## src/rtl/player_move_ctrl.sv

```systemverilog
// Player movement requester: turns direction keys into single-cycle move requests,
// holds the request stable until acknowledged or timed out, and owns the committed
// player state (position, floor, keys, health, facing).
module player_move_ctrl #(
    parameter int unsigned MAP_WIDTH     = 11,
    parameter int unsigned MAP_HEIGHT    = 11,
    parameter int unsigned INIT_X        = 5,
    parameter int unsigned INIT_Y        = 10,
    parameter int unsigned INIT_FLOOR    = 0,
    parameter int unsigned INIT_KEYS     = 0,
    parameter int unsigned INIT_HEALTH   = 1000,
    parameter int unsigned REPEAT_CYCLES = 5000000,
    parameter int unsigned ACK_TIMEOUT   = 15
) (
    input  logic        clk_i,
    input  logic        rst_ni,
    input  logic        key_up_i,
    input  logic        key_down_i,
    input  logic        key_left_i,
    input  logic        key_right_i,
    input  logic        accept_move_i,
    input  logic [3:0]  goto_x_i,
    input  logic [3:0]  goto_y_i,
    input  logic [15:0] floor_in_i,
    input  logic [31:0] key_num_in_i,
    input  logic [15:0] health_in_i,
    output logic        player_ask_move_o,
    output logic [3:0]  player_ask_x_o,
    output logic [3:0]  player_ask_y_o,
    output logic [3:0]  player_x_o,
    output logic [3:0]  player_y_o,
    output logic [15:0] floor_o,
    output logic [31:0] key_num_o,
    output logic [15:0] health_o,
    output logic [1:0]  facing_o,
    output logic        busy_o,
    output logic        move_timeout_o,
    output logic        dead_o
);

    localparam logic [3:0]  XMax       = 4'(MAP_WIDTH - 1);
    localparam logic [3:0]  YMax       = 4'(MAP_HEIGHT - 1);
    localparam logic [3:0]  InitX      = 4'(INIT_X);
    localparam logic [3:0]  InitY      = 4'(INIT_Y);
    localparam logic [15:0] InitFloor  = 16'(INIT_FLOOR);
    localparam logic [31:0] InitKeys   = 32'(INIT_KEYS);
    localparam logic [15:0] InitHealth = 16'(INIT_HEALTH);
    localparam logic [31:0] RepLast    = 32'(REPEAT_CYCLES - 1);
    localparam logic [15:0] AckLast    = 16'(ACK_TIMEOUT - 1);

    localparam logic [1:0] DirUp    = 2'd0;
    localparam logic [1:0] DirDown  = 2'd1;
    localparam logic [1:0] DirLeft  = 2'd2;
    localparam logic [1:0] DirRight = 2'd3;

    typedef enum logic [1:0] {
        StIdle = 2'd0,
        StAsk  = 2'd1,
        StWait = 2'd2
    } state_e;

    state_e      state_q, state_d;
    logic [3:0]  keys_prev_q;
    logic [31:0] rep_cnt_q, rep_cnt_d;
    logic [15:0] to_cnt_q, to_cnt_d;
    logic [3:0]  ask_x_q, ask_x_d;
    logic [3:0]  ask_y_q, ask_y_d;
    logic [3:0]  pos_x_q, pos_x_d;
    logic [3:0]  pos_y_q, pos_y_d;
    logic [15:0] floor_q, floor_d;
    logic [31:0] keys_q, keys_d;
    logic [15:0] health_q, health_d;
    logic [1:0]  facing_q, facing_d;
    logic        timeout_q, timeout_d;

    logic [3:0] keys;
    logic [3:0] rise;
    logic       held_alone;
    logic       held_face;
    logic       sel_valid;
    logic [1:0] sel_dir;
    logic       blocked;
    logic [3:0] tgt_x;
    logic [3:0] tgt_y;

    // Bit order matches the facing encoding: 0 up, 1 down, 2 left, 3 right.
    assign keys       = {key_right_i, key_left_i, key_down_i, key_up_i};
    assign rise       = keys & ~keys_prev_q;
    assign held_alone = (keys != 4'b0) && ((keys & (keys - 4'd1)) == 4'b0);
    // Auto-repeat only tracks a single key that is also the last selected direction.
    assign held_face  = held_alone && keys[facing_q];

    // Pick a direction: fresh edges by priority, otherwise an expired repeat interval.
    always_comb begin
        sel_valid = 1'b0;
        sel_dir   = facing_q;
        if (rise[0]) begin
            sel_valid = 1'b1;
            sel_dir   = DirUp;
        end else if (rise[1]) begin
            sel_valid = 1'b1;
            sel_dir   = DirDown;
        end else if (rise[2]) begin
            sel_valid = 1'b1;
            sel_dir   = DirLeft;
        end else if (rise[3]) begin
            sel_valid = 1'b1;
            sel_dir   = DirRight;
        end else if (held_face && (rep_cnt_q == RepLast)) begin
            sel_valid = 1'b1;
            sel_dir   = facing_q;
        end
    end

    // Target tile; edge checks happen before the +/-1 so coordinates never wrap.
    always_comb begin
        tgt_x   = pos_x_q;
        tgt_y   = pos_y_q;
        blocked = 1'b0;
        unique case (sel_dir)
            DirUp: begin
                blocked = (pos_y_q == 4'd0);
                tgt_y   = pos_y_q - 4'd1;
            end
            DirDown: begin
                blocked = (pos_y_q == YMax);
                tgt_y   = pos_y_q + 4'd1;
            end
            DirLeft: begin
                blocked = (pos_x_q == 4'd0);
                tgt_x   = pos_x_q - 4'd1;
            end
            DirRight: begin
                blocked = (pos_x_q == XMax);
                tgt_x   = pos_x_q + 4'd1;
            end
        endcase
        if (dead_o) begin
            blocked = 1'b1;
        end
    end

    // Next-state: request handshake, repeat/timeout counters and state commit.
    always_comb begin
        state_d   = state_q;
        rep_cnt_d = rep_cnt_q;
        to_cnt_d  = to_cnt_q;
        ask_x_d   = ask_x_q;
        ask_y_d   = ask_y_q;
        pos_x_d   = pos_x_q;
        pos_y_d   = pos_y_q;
        floor_d   = floor_q;
        keys_d    = keys_q;
        health_d  = health_q;
        facing_d  = facing_q;
        timeout_d = 1'b0;

        unique case (state_q)
            StIdle: begin
                to_cnt_d = 16'd0;
                if (sel_valid) begin
                    facing_d  = sel_dir;
                    rep_cnt_d = 32'd0;
                    if (!blocked) begin
                        state_d = StAsk;
                        ask_x_d = tgt_x;
                        ask_y_d = tgt_y;
                    end
                end else if (held_face) begin
                    rep_cnt_d = rep_cnt_q + 32'd1;
                end else begin
                    rep_cnt_d = 32'd0;
                end
            end
            StAsk: begin
                state_d   = StWait;
                to_cnt_d  = 16'd0;
                rep_cnt_d = 32'd0;
            end
            StWait: begin
                rep_cnt_d = 32'd0;
                // Accept wins over a simultaneous timeout.
                if (accept_move_i) begin
                    state_d  = StIdle;
                    pos_x_d  = goto_x_i;
                    pos_y_d  = goto_y_i;
                    floor_d  = floor_in_i;
                    keys_d   = key_num_in_i;
                    health_d = health_in_i;
                    to_cnt_d = 16'd0;
                end else if (to_cnt_q == AckLast) begin
                    state_d   = StIdle;
                    timeout_d = 1'b1;
                    to_cnt_d  = 16'd0;
                end else begin
                    to_cnt_d = to_cnt_q + 16'd1;
                end
            end
            default: begin
                state_d = StIdle;
            end
        endcase
    end

    // State registers with asynchronous reset to the initial player state.
    always_ff @(posedge clk_i or negedge rst_ni) begin
        if (!rst_ni) begin
            state_q     <= StIdle;
            keys_prev_q <= 4'b0;
            rep_cnt_q   <= 32'd0;
            to_cnt_q    <= 16'd0;
            ask_x_q     <= InitX;
            ask_y_q     <= InitY;
            pos_x_q     <= InitX;
            pos_y_q     <= InitY;
            floor_q     <= InitFloor;
            keys_q      <= InitKeys;
            health_q    <= InitHealth;
            facing_q    <= DirUp;
            timeout_q   <= 1'b0;
        end else begin
            state_q     <= state_d;
            keys_prev_q <= keys;
            rep_cnt_q   <= rep_cnt_d;
            to_cnt_q    <= to_cnt_d;
            ask_x_q     <= ask_x_d;
            ask_y_q     <= ask_y_d;
            pos_x_q     <= pos_x_d;
            pos_y_q     <= pos_y_d;
            floor_q     <= floor_d;
            keys_q      <= keys_d;
            health_q    <= health_d;
            facing_q    <= facing_d;
            timeout_q   <= timeout_d;
        end
    end

    assign player_ask_move_o = (state_q == StAsk);
    assign player_ask_x_o    = ask_x_q;
    assign player_ask_y_o    = ask_y_q;
    assign player_x_o        = pos_x_q;
    assign player_y_o        = pos_y_q;
    assign floor_o           = floor_q;
    assign key_num_o         = keys_q;
    assign health_o          = health_q;
    assign facing_o          = facing_q;
    assign busy_o            = (state_q != StIdle);
    assign move_timeout_o    = timeout_q;
    assign dead_o            = (health_q == 16'd0);

endmodule

```

## config.mk

```make
export PLATFORM = sky130hd
export DESIGN_NAME = player_move_ctrl
export DESIGN_NICKNAME = d
export VERILOG_FILES = /design/src/rtl/player_move_ctrl.sv
export SDC_FILE = /design/constraint.sdc
export NUM_CORES = 1
export LEC_CHECK = 0
export CORE_MARGIN = 3
export CORE_UTILIZATION = 40
export CTS_CLUSTER_DIAMETER = 200
export DETAILED_ROUTE_END_ITERATION = 6
export PLACE_DENSITY = 0.75
export SLEW_MARGIN = 40
export SYNTH_ARGS = -nofsm -noshare
export SYNTH_HDL_FRONTEND = slang
export SYNTH_SLANG_ARGS = --single-unit
export TNS_END_PERCENT = 100
```

## constraint.sdc

```tcl
create_clock -name clk_i -period 3.4 [get_ports clk_i]
set_clock_uncertainty 0.05 [all_clocks]
set_input_delay 1.02 -clock clk_i [delete_from_list [all_inputs] [get_ports clk_i]]
set_output_delay 1.02 -clock clk_i [all_outputs]
set_load 0.02 [all_outputs]
```

==> summary.md, run 1 <==
| Metric | Value |
|---|---|
| Gr ovfl total | 0 |
| Syn Inst Count | 577 |
| Sw frac | 33.5% |
| Largest net degree at the start of global routing | 73 |
| Crit Path Max Fanout | 5 |
| RSZ-0062 raised after global routing | true |
| Register area share after synthesis | 52.4% |
| Startpoint types | flip-flop |
| Synth area leaders | dfrtp_1 47%, mux2_2 14%, dfstp_2 5.6% |
| Post-synth EDFFs | 0 |
| Worst path buffer plus inverter count | 1 |
| Fill count | 1,333 |
| Final instance area | 0.00936 sq mm |
| Yosys reg bits | 137 |
| Die width | 134 microns |
| Via count | 5,254 |
| Worst path arrival time | 2.23 ns |
| Area Growth Syn to Fin | 42.2% |
| Synthesized area | 0.00658 sq mm |
| Internal | 5250 uW |
| Clk Latency, worst-skew pair | 0.41 ns |
| Design Power | 7890 uW |
| Leakage power | 0.00379 uW |
| Postcts setup bufs | 0 |
| Post-synth cell types | 52 |
| Die area | 0.0180 sq mm |
| Synth top area share | 46.8% |
| Final hold vios | 0 |
| Average cell area after synthesis | 11.4 sq um |
| Relative slew margins | 52.0% |
| Clk buf depth | 2 |
| Synth Flop Type | dfrtp_1 |
| Mapped Nets | 669 |
| Worst vdd ir | 0.434 mV |
| # port buffers | 164 |
| Number of slew-limit violations in the final report | 0 |
| Vias in the first global route | 5,355 |
| TritonRoute pass-1 iters | 5 |
| Pwr dens | 843 mW/mm^2 |
| Hold/Removal Path Class | flip-flop to flip-flop |
| Placed Cells incl. Taps | 964 |
| Core Rows | 46 |
| WL met1 | 6620 microns |
| Yosys warns | 0 |
| Antenna violations before repair | 0 |
| Max cap viols | 0 |
| Initial Utilization | 41.1% |
| Crit. End Element | primary output |
| Worst stage delay on the critical path | 0.63 ns |
| # DRC | 0 |
| Met2 WL | 8400 microns |
| Total clock sinks | 137 |
| Met3 wire len | 963 microns |
| Routability cong. | 0.855 |
| Die height | 134 microns |
| Flop pwr share | 33.2% |
| CTS buffer count | 17 |
| Root Driver | clkbuf_16 |
| Routed len/inst | 16.4 microns |
| Clock power share | 25.2% |
| Top routing layer in use | met4 |
| Initial DRC count | 251 |
| Most frequent cell after synthesis | dfrtp_1 |
| Layout Nets | 859 |
| Worst Max-Slew Pin Slew | 0.720 ns |
| Worst path slowest cell | clkdlybuf4s50_1 |
| CTS tree | built |
| Area after DPL | 0.00869 sq mm |
| First-pass GRT wire length | 26,600 microns |
| I/O pin count | 165 |
| Core region area | 0.0160 sq mm |
| NetSw | 2650 uW |
| # H-tree levels | 4 |
| Post-synthesis async set-or-reset flop share | 100% |
| Outcome | complete, no violations |
| Cell Count, Final, Fillers Out | 996 |
| Final HPWL DP | 11,900 microns |
| CTS Hold Bufs | 0 |
| Gr usage total | 18.3% |
| Drt via density | 5.28 |
| Setup violators final | 0 |
| Layout cell share with drive strength beyond 1 | 21.9% |
| Peak Freq | 303 MHz |
| Top cells by count, synth | 123 x dfrtp_1, 82 x mux2_2, 32 x nand2_1, 31 x o21ai_0, 26 x a21oi_1 |
| Final min period | 3.30 ns |
| Ant diodes | 0 |
| Routed Antenna Nets | 0 |
| Critical path class | flip-flop to primary output |
| Reg clk slew, reported paths | 0.06 ns |
| Top cell type by total area after synthesis | dfrtp_1 |
| Gate power share | 41.6% |
| Crit path max-delay family | simple AND/OR/NAND/NOR gates |
| Required time worst endpoint | 2.33 ns |
| Cell chain of the critical path | nor4_2 -> and4_4 -> clkdlybuf4s50_1 |
| Drt total wl | 16,300 microns |
| Period Utilization, post-route | 97.2% |
cell families after synthesis:
logic type               Yosys count  synth area share, %
XOR/XNOR                          18                 2.40
AND/OR/NAND/NOR                  180                 15.3
adder cells (fa/ha/maj)           13                 2.70
multiplexers                      92                 15.6
AO/OA/AOI/OAI                     94                 8.94
flip-flops                       137                 52.4
buffers and inverters             43                 2.79
flip-flops by register name, indices dropped and copies added, names as in the netlist:
register and count:
floor_o 16, to_cnt_q 16, player_ask_x_o 4, player_ask_y_o 4, health_o 16, key_num_o 32
facing_o 2, move_timeout_o 1, player_y_o 4, player_x_o 4, keys_prev_q 4, state_q 2
rep_cnt_q 32
area by class of cell:
class / instances / area, sq um / share of cell area, %
flip-flops and latches: 137 / 3450 / 36.8
multi-input cells: 397 / 3000 / 32.0
repair buffers: 194 / 1930 / 20.6
clock buffers: 20 / 457 / 4.88
well taps: 216 / 270 / 2.89
clock inverters: 12 / 188 / 2.00
inverters: 20 / 75.1 / 0.802
layout by cell type, fill, tap and decap left out, drive strengths merged, types with 3 or more instances in the layout:
master         Yosys  routed
and3               8       8
a22o               3       3
o21a               7       7
bufinv             0       4
nor2              22      22
inv               20      24
and2               6       6
o21ai             32      32
nand2b             9       9
nand2             32      32
xnor2              8       8
or3               15      15
a31oi              4       4
nand3             23      23
a21o               5       5
nand4             14      14
and3b              3       3
clkinvlp           0       4
nor3b              3       3
clkdlybuf4s50      0     163
dfstp             14      14
o31ai              4       4
ha                11      11
nor4              14      14
nor2b              7       7
nor3              11      11
a21oi             26      26
mux2              82      82
and4               5       5
buf                9      31
xor2              10      10
mux2i             10      10
dfrtp            123     123
clkbuf            14      20
routing by layer:
metal / global-route usage (%) / vias to the layer above
met1: 22.4 / 2594
met3: 5.25 / 28
met4: 6.90 / 0
met2: 30.8 / 150
met5: 0 / -
li1: - / 2482
repair_timing:
action	in CTS	in global routing
endpoints found under the hold margin	0	0
gates resized for setup	2	7
endpoints found under the setup margin	1	3
power groups by stage:
| stage | Clock [uW] | Combinational (uW) | Sequential (uW) |
|---|---|---|---|
| 3_3_place_gp | 0 | 3210 | 2610 |
| 4_1_cts | 2030 | 3310 | 2630 |
| 6_report | 1990 | 3280 | 2620 |
| 3_5_place_dp | 0 | 3290 | 2640 |
| 2_1_floorplan | 0 | 1140 | 3180 |
| 5_1_grt | 2110 | 3510 | 2690 |
through the flow:
stage / hold slack, ns / util [%] / setup slack (ns) / setup TNS [ns]
after floorplan: 0.422 / - / -0.0343 / -0.0343
after global routing: 0.468 / 58.5 / -0.0134 / -0.0134
after detailed placement: 0.444 / 54.3 / -0.398 / -2.12
after CTS: 0.455 / 58.4 / 0.0211 / 0
final: 0.452 / 58.5 / 0.0951 / 0
after global placement: 0.435 / 54.3 / -0.358 / -1.14
worst paths after layout:
path,start,endpoint,slack [ns],depth (start not counted)
setup / recovery,health_o[2],dead_o,0.1,3
hold / removal,key_num_o[9],key_num_o[9],0.45,1
setup reg to reg,keys_prev_q[1],player_ask_y_o[3],0.81,11
hold reg to reg,key_num_o[9],key_num_o[9],0.45,1
max in group asynchronous,rst_ni,player_y_o[1],1.90,2
min in group asynchronous,rst_ni,to_cnt_q[5],0.58,1
No activity file was read; power rests on OpenSTA's default activity.
==> inputs of run 2 (changes only) <==
CORE_ASPECT_RATIO = 0.8   (was default)
==> run 2 against run 1 <==
Final cell count stayed put. Global-route usage is 0.16 points higher. Core utilization is 0.14 points lower. Die area hardly changed. Clock power is 9% lower. Largest cell class unchanged.
==> summary.md, run 2 (synthesis gave the netlist of run 1 again) <==
| Metric | Value |
|---|---|
| TritonRoute pass-1 iters | 5 |
| Pwr dens | 831 mW/mm^2 |
| Area Growth Syn to Fin | 41.5% |
| Core Util, Final | 58.4% |
| Postcts setup bufs | 0 |
| CTS tree | built |
| Die height | 121 microns |
| Commonest non-fill, non-tap cell in the layout | clkdlybuf4s50_1 |
| Layout Nets | 860 |
| Via count | 5,296 |
| Die width | 149 microns |
| Gr usage total | 18.4% |
| FF-to-FF setup slack | 0.81 ns |
| Largest net degree at the start of global routing | 73 |
| Ant diodes | 0 |
| Routability cong. | 0.882 |
| Sw frac | 34.2% |
| Core region area | 0.0160 sq mm |
| Relative slew margins | 55.7% |
| Period Utilization, post-route | 97.2% |
| Critical path class | input port to flip-flop |
| Hold Crit Depth | 1 |
| Crit. End Element | flip-flop |
| Clk Latency, worst-skew pair | 0.41 ns |
| Hold/Removal Path Class | flip-flop to flip-flop |
| Routed Antenna Nets | 0 |
| Root Driver | clkbuf_16 |
| Startpoint types | input port |
| CTS buffer count | 17 |
| Required time worst endpoint | 3.64 ns |
| Reg clk slew, reported paths | 0.06 ns |
| Cells on worst reg2reg path | 8 |
| Flop pwr share | 34.2% |
| Crit Path Max Fanout | 3 |
| Drt total wl | 16,600 microns |
| Gate power share | 42.5% |
| First-pass GRT wire length | 27,000 microns |
| Initial Utilization | 41.3% |
| Internal | 5090 uW |
| # DRC | 0 |
| Design Power | 7740 uW |
| Placed Cells incl. Taps | 964 |
| Leakage power | 0.00377 uW |
| Antenna violations before repair | 0 |
| Clk buf depth | 2 |
| Setup violators final | 0 |
| Final min period | 3.30 ns |
| I/O pin count | 165 |
| Fill count | 1,234 |
| Vias in the first global route | 5,428 |
| Cell Count, Final, Fillers Out | 996 |
| Drt via density | 5.32 |
| # H-tree levels | 4 |
| Worst Max-Slew Pin Slew | 0.660 ns |
| Worst vdd ir | 0.496 mV |
| Final hold vios | 0 |
| Layout cell share with drive strength beyond 1 | 21.8% |
| Core Rows | 41 |
| Outcome | complete, no violations |
| Gr ovfl total | 0 |
| Routed len/inst | 16.7 microns |
| Final HPWL DP | 11,800 microns |
| Peak Freq | 303 MHz |
| Initial DRC count | 392 |
| NetSw | 2650 uW |
| Clock power share | 23.4% |
| Commonest non-fill, non-tap cells in the layout | 163 x clkdlybuf4s50_1, 123 x dfrtp_1, 82 x mux2_2, 31 x nand2_1, 30 x o21ai_0 |
| Die area | 0.0180 sq mm |
| # port buffers | 164 |
| Number of slew-limit violations in the final report | 0 |
| Worst path arrival time | 3.54 ns |
| Max cap viols | 0 |
| Total clock sinks | 137 |
## run 2: area by class of cell
class	instances	area (sq um)	area share [%]
clock buffer	21	460	4.94
clock inverter	11	124	1.33
inverter	20	75.1	0.806
multi-input combinational	397	2990	32.1
sequential	137	3450	37.0
tap	215	269	2.89
timing repair buffer	195	1950	20.9
## run 2: timing repair
item	in CTS	in global routing
resized for setup	0	5
hold buffers	0	0
setup endpoints to repair	0	3
## run 2: worst paths after layout
kind	startpoint	to
max	key_right_i	player_ask_x_o[3]
min	key_num_o[24]	key_num_o[24]
max reg2reg	rep_cnt_q[0]	player_ask_x_o[3]
min reg2reg	key_num_o[24]	key_num_o[24]
max in group asynchronous	rst_ni	player_ask_y_o[3]
min in group asynchronous	rst_ni	to_cnt_q[11]
## run 2: power by group through the flow
| stage | Clock, uW | Sequential (uW) | Combinational (uW) |
|---|---|---|---|
| detailed placement | 0 | 2650 | 3290 |
| CTS | 1840 | 2640 | 3310 |
| global placement | 0 | 2620 | 3210 |
| global route | 1920 | 2720 | 3510 |
| finish | 1810 | 2640 | 3290 |
| floorplan | 0 | 3180 | 1140 |
## run 2: layer usage
| metal | share of wire [%] | global-route usage [%] | vias to the layer above |
|---|---|---|---|
| li1 | - | - | 2473 |
| met1 | 43 | 23.5 | 2620 |
| met2 | 49 | 30.2 | 176 |
| met3 | 6.7 | 5.81 | 27 |
| met4 | 1.3 | 5.55 | 0 |
| met5 | 0 | 0 | - |
## run 2: worst max-delay path, stage by stage
cell and delay, ns:
clkdlybuf4s50_1 0.51, nor2b_4 0.21, o311ai_4 0.11, or3_4 0.41
ha_1 0.28, a21o_1 0.11, a21oi_1 0.07, or3_1 0.32
a21oi_2 0.15, xor2_1 0.07, mux2_2 0.27
## run 2: through the flow
step / setup slack, ns / cell area (sq um) / setup TNS [ns] / hold slack [ns]
after detailed placement: -0.413 / 8710 / -2.67 / 0.443
after CTS: 0.0128 / 9290 / 0 / 0.458
final: 0.0964 / 9310 / 0 / 0.457
after global placement: -0.327 / 8710 / -1.22 / 0.439
after floorplan: -0.0343 / 6600 / -0.0343 / 0.422
after global routing: -0.00285 / 9310 / -0.00285 / 0.464
==> inputs of run 3 (changes only) <==
ABC_AREA = 1   (was default)
==> run 3 against run 2 <==
Clock-buffer cell count decreased by 1. Combinational power decreased by 92%. Highest routed layer unchanged. Sequential share of layout area increased by 0.17 points. Maximum frequency increased by 4.6%. Largest power group is now the clock network. Total power decreased by 53%. Synthesized cell count increased by 20%. First-iteration DRC count decreased by 5.4%. Final cell count increased by 11%. Wire length increased by 0.58%.
==> summary.md, run 3 <==
| Metric | Value |
|---|---|
| CTS Hold Bufs | 0 |
| Worst Max-Slew Pin Slew | 0.726 ns |
| Cells on worst reg2reg path | 17 |
| Number of slew-limit violations in the final report | 0 |
| Cell chain of the critical path | nor4_1 -> nand4_1 -> inv_1 -> clkdlybuf4s50_1 |
| FF-to-FF setup slack | 1.09 ns |
| Synth Flop Type | dfrtp_1 |
| Layout cell share with drive strength beyond 1 | 16.5% |
| Area Growth Syn to Fin | 37.4% |
| Antenna violations before repair | 0 |
| Commonest non-fill, non-tap cells in the layout | 163 x clkdlybuf4s50_1, 123 x dfrtp_1, 122 x nand2_1, 75 x inv_1, 70 x mux2_2 |
| Crit path max-delay family | buffers and inverters |
| Final HPWL DP | 12,200 microns |
| Startpoint types | flip-flop |
| Peak Freq | 317 MHz |
| Yosys warns | 0 |
| Register area share after synthesis | 51.1% |
| Top cell type by total area after synthesis | dfrtp_1 |
| Die area | 0.0185 sq mm |
| Average cell area after synthesis | 9.74 sq um |
| Synth area leaders | dfrtp_1 46%, mux2_2 12%, nand2_1 6.8% |
| Clk buf depth | 2 |
| CTS tree | built |
| WHS Endpoint | player_ask_y_o[1] |
| Cell Count, Final, Fillers Out | 1,101 |
| RSZ-0062 raised after global routing | false |
| Worst stage delay on the critical path | 0.62 ns |
| Hold Slack | 0.407 ns |
| Hold Crit Start | player_ask_y_o[1] |
| Reg clk slew, reported paths | 0.06 ns |
| TritonRoute pass-1 iters | 5 |
| Clk Latency, worst-skew pair | 0.42 ns |
| Critical path class | flip-flop to primary output |
| Leakage power | 0.00416 uW |
| Top cells by count, synth | 123 x dfrtp_1, 123 x nand2_1, 75 x inv_1, 70 x mux2_2, 48 x nor2_1 |
| Yosys reg bits | 137 |
| Initial Utilization | 41.7% |
| First-pass GRT wire length | 27,600 microns |
| Setup violators final | 0 |
| Core region area | 0.0162 sq mm |
| Hold Crit Depth | 2 |
| Crit Path Max Fanout | 3 |
| Via count | 5,499 |
| R2R Path Start | facing_o[0] |
| Worst path slowest cell | clkdlybuf4s50_1 |
| # DRC | 0 |
| Placed Cells incl. Taps | 1,069 |
| Pwr dens | 394 mW/mm^2 |
| Max cap viols | 0 |
| Worst path arrival time | 2.09 ns |
| Total clock sinks | 137 |
| Commonest non-fill, non-tap cell in the layout | clkdlybuf4s50_1 |
| Worst vdd ir | 0.371 mV |
| Die height | 122 microns |
| Core Rows | 41 |
| Drt via density | 4.99 |
| Gr usage total | 18.9% |
| Synthesized area | 0.00675 sq mm |
| Mapped Nets | 785 |
| Crit. End Element | primary output |
| Post-synthesis async set-or-reset flop share | 100% |
| Post-synth EDFFs | 0 |
| Period Utilization, post-route | 92.9% |
| Required time worst endpoint | 2.33 ns |
| I/O pin count | 165 |
| Outcome | complete, no violations |
| Gr ovfl total | 0 |
| Hold/Removal Path Class | flip-flop to flip-flop |
| Final min period | 3.16 ns |
| Routability cong. | 0.911 |
| Layout Nets | 965 |
| Drt total wl | 16,700 microns |
| Root Driver | clkbuf_16 |
| Vias in the first global route | 5,611 |
| Postcts setup bufs | 0 |
| CTS buffer count | 17 |
| Worst path buffer plus inverter count | 2 |
| Largest net degree at the start of global routing | 80 |
| # port buffers | 164 |
| # H-tree levels | 4 |
| Post-synth cell types | 37 |
| FF-to-FF End | player_ask_x_o[3] |
| Die width | 151 microns |
| Routed Antenna Nets | 0 |
| CTS resizes | 0 |
| Syn Inst Count | 693 |
| Relative slew margins | 51.6% |
| Ant diodes | 0 |
| Routed len/inst | 15.2 microns |
| Synth top area share | 45.6% |
| Initial DRC count | 371 |
| Final hold vios | 0 |
run 3: changes by cell type after synthesis, moves of 16 or more:
cell / delta
nand2_1: +91
nor2_1: +26
xor2_1: +20
inv_1: +55
o22ai_1: +22
nand3_1: +16
run 3: worst reg2reg max path, delay by kind of cell (launching register included):
| family | cells | cell delay, ns |
|---|---|---|
| buffers and inverters | 4 | 0.30 |
| flip-flops | 1 | 0.42 |
| adder cells (fa/ha/maj) | 1 | 0.29 |
| AND/OR/NAND/NOR | 9 | 0.66 |
| AO/OA/AOI/OAI | 2 | 0.34 |
| XOR/XNOR | 1 | 0.16 |
run 3: layout make-up:
cell class,instances,area [sq um]
clock buffer,20,437
multi-input combinational,462,2920
sequential,137,3450
timing repair buffer,179,1790
tap,215,269
inverter,76,285
fill,1388,6890
clock inverter,12,118
run 3: cells by family after synthesis:
logic type	share of synthesized area, %
AO/OA/AOI/OAI	6.14
XOR/XNOR	4.54
adder cells (fa/ha/maj)	2.63
buffers and inverters	5.73
flip-flops	51.1
multiplexers	11.7
AND/OR/NAND/NOR	18.2
run 3: power breakdown:
| part | leakage [uW] | switching [uW] | internal, uW | total [uW] |
|---|---|---|---|---|
| Clock | 0.000258 | 733 | 1010 | 1750 |
| Combinational | 0.00205 | 121 | 133 | 254 |
| Sequential | 0.00185 | 9.48 | 1640 | 1650 |
| Total | 0.00416 | 863 | 2790 | 3650 |
run 3: per-layer routing:
layer / vias up / wire, microns / global-route usage [%] / share of wire [%]
met4: 0 / 149 / 4.76 / 0.89
met1: 2635 / 7270 / 24.1 / 44
met3: 14 / 1610 / 8.96 / 9.6
met5: - / 0 / 0 / 0
li1: 2669 / - / - / -
met2: 181 / 7670 / 29.0 / 46
run 3: through the flow:
step           instance area [sq um]  util, %  setup WS, ns  TNS (ns)  total power [uW]
6_report                        9270     57.4         0.242         0              3650
3_5_place_dp                    8710     53.9       -0.0138   -0.0138              1940
5_1_grt                         9270     57.4         0.125         0              3810
2_1_floorplan                   6750        -         0.638         0              1770
3_3_place_gp                    8710     53.9        0.0893         0              1930
4_1_cts                         9270     57.4         0.188         0              3700
run 3: how the worst max path moves through the flow:
| stage | from | depth (start not counted) | slack (ns) | to |
|---|---|---|---|---|
| global placement | key_right_i | 18 | 0.09 | player_ask_x_o[3] |
| finish | health_o[12] | 4 | 0.24 | dead_o |
| detailed placement | key_right_i | 18 | -0.01 | player_ask_x_o[3] |
| floorplan | key_up_i | 16 | 0.64 | player_ask_x_o[3] |
| CTS | health_o[12] | 4 | 0.19 | dead_o |
| global route | health_o[1] | 4 | 0.13 | dead_o |
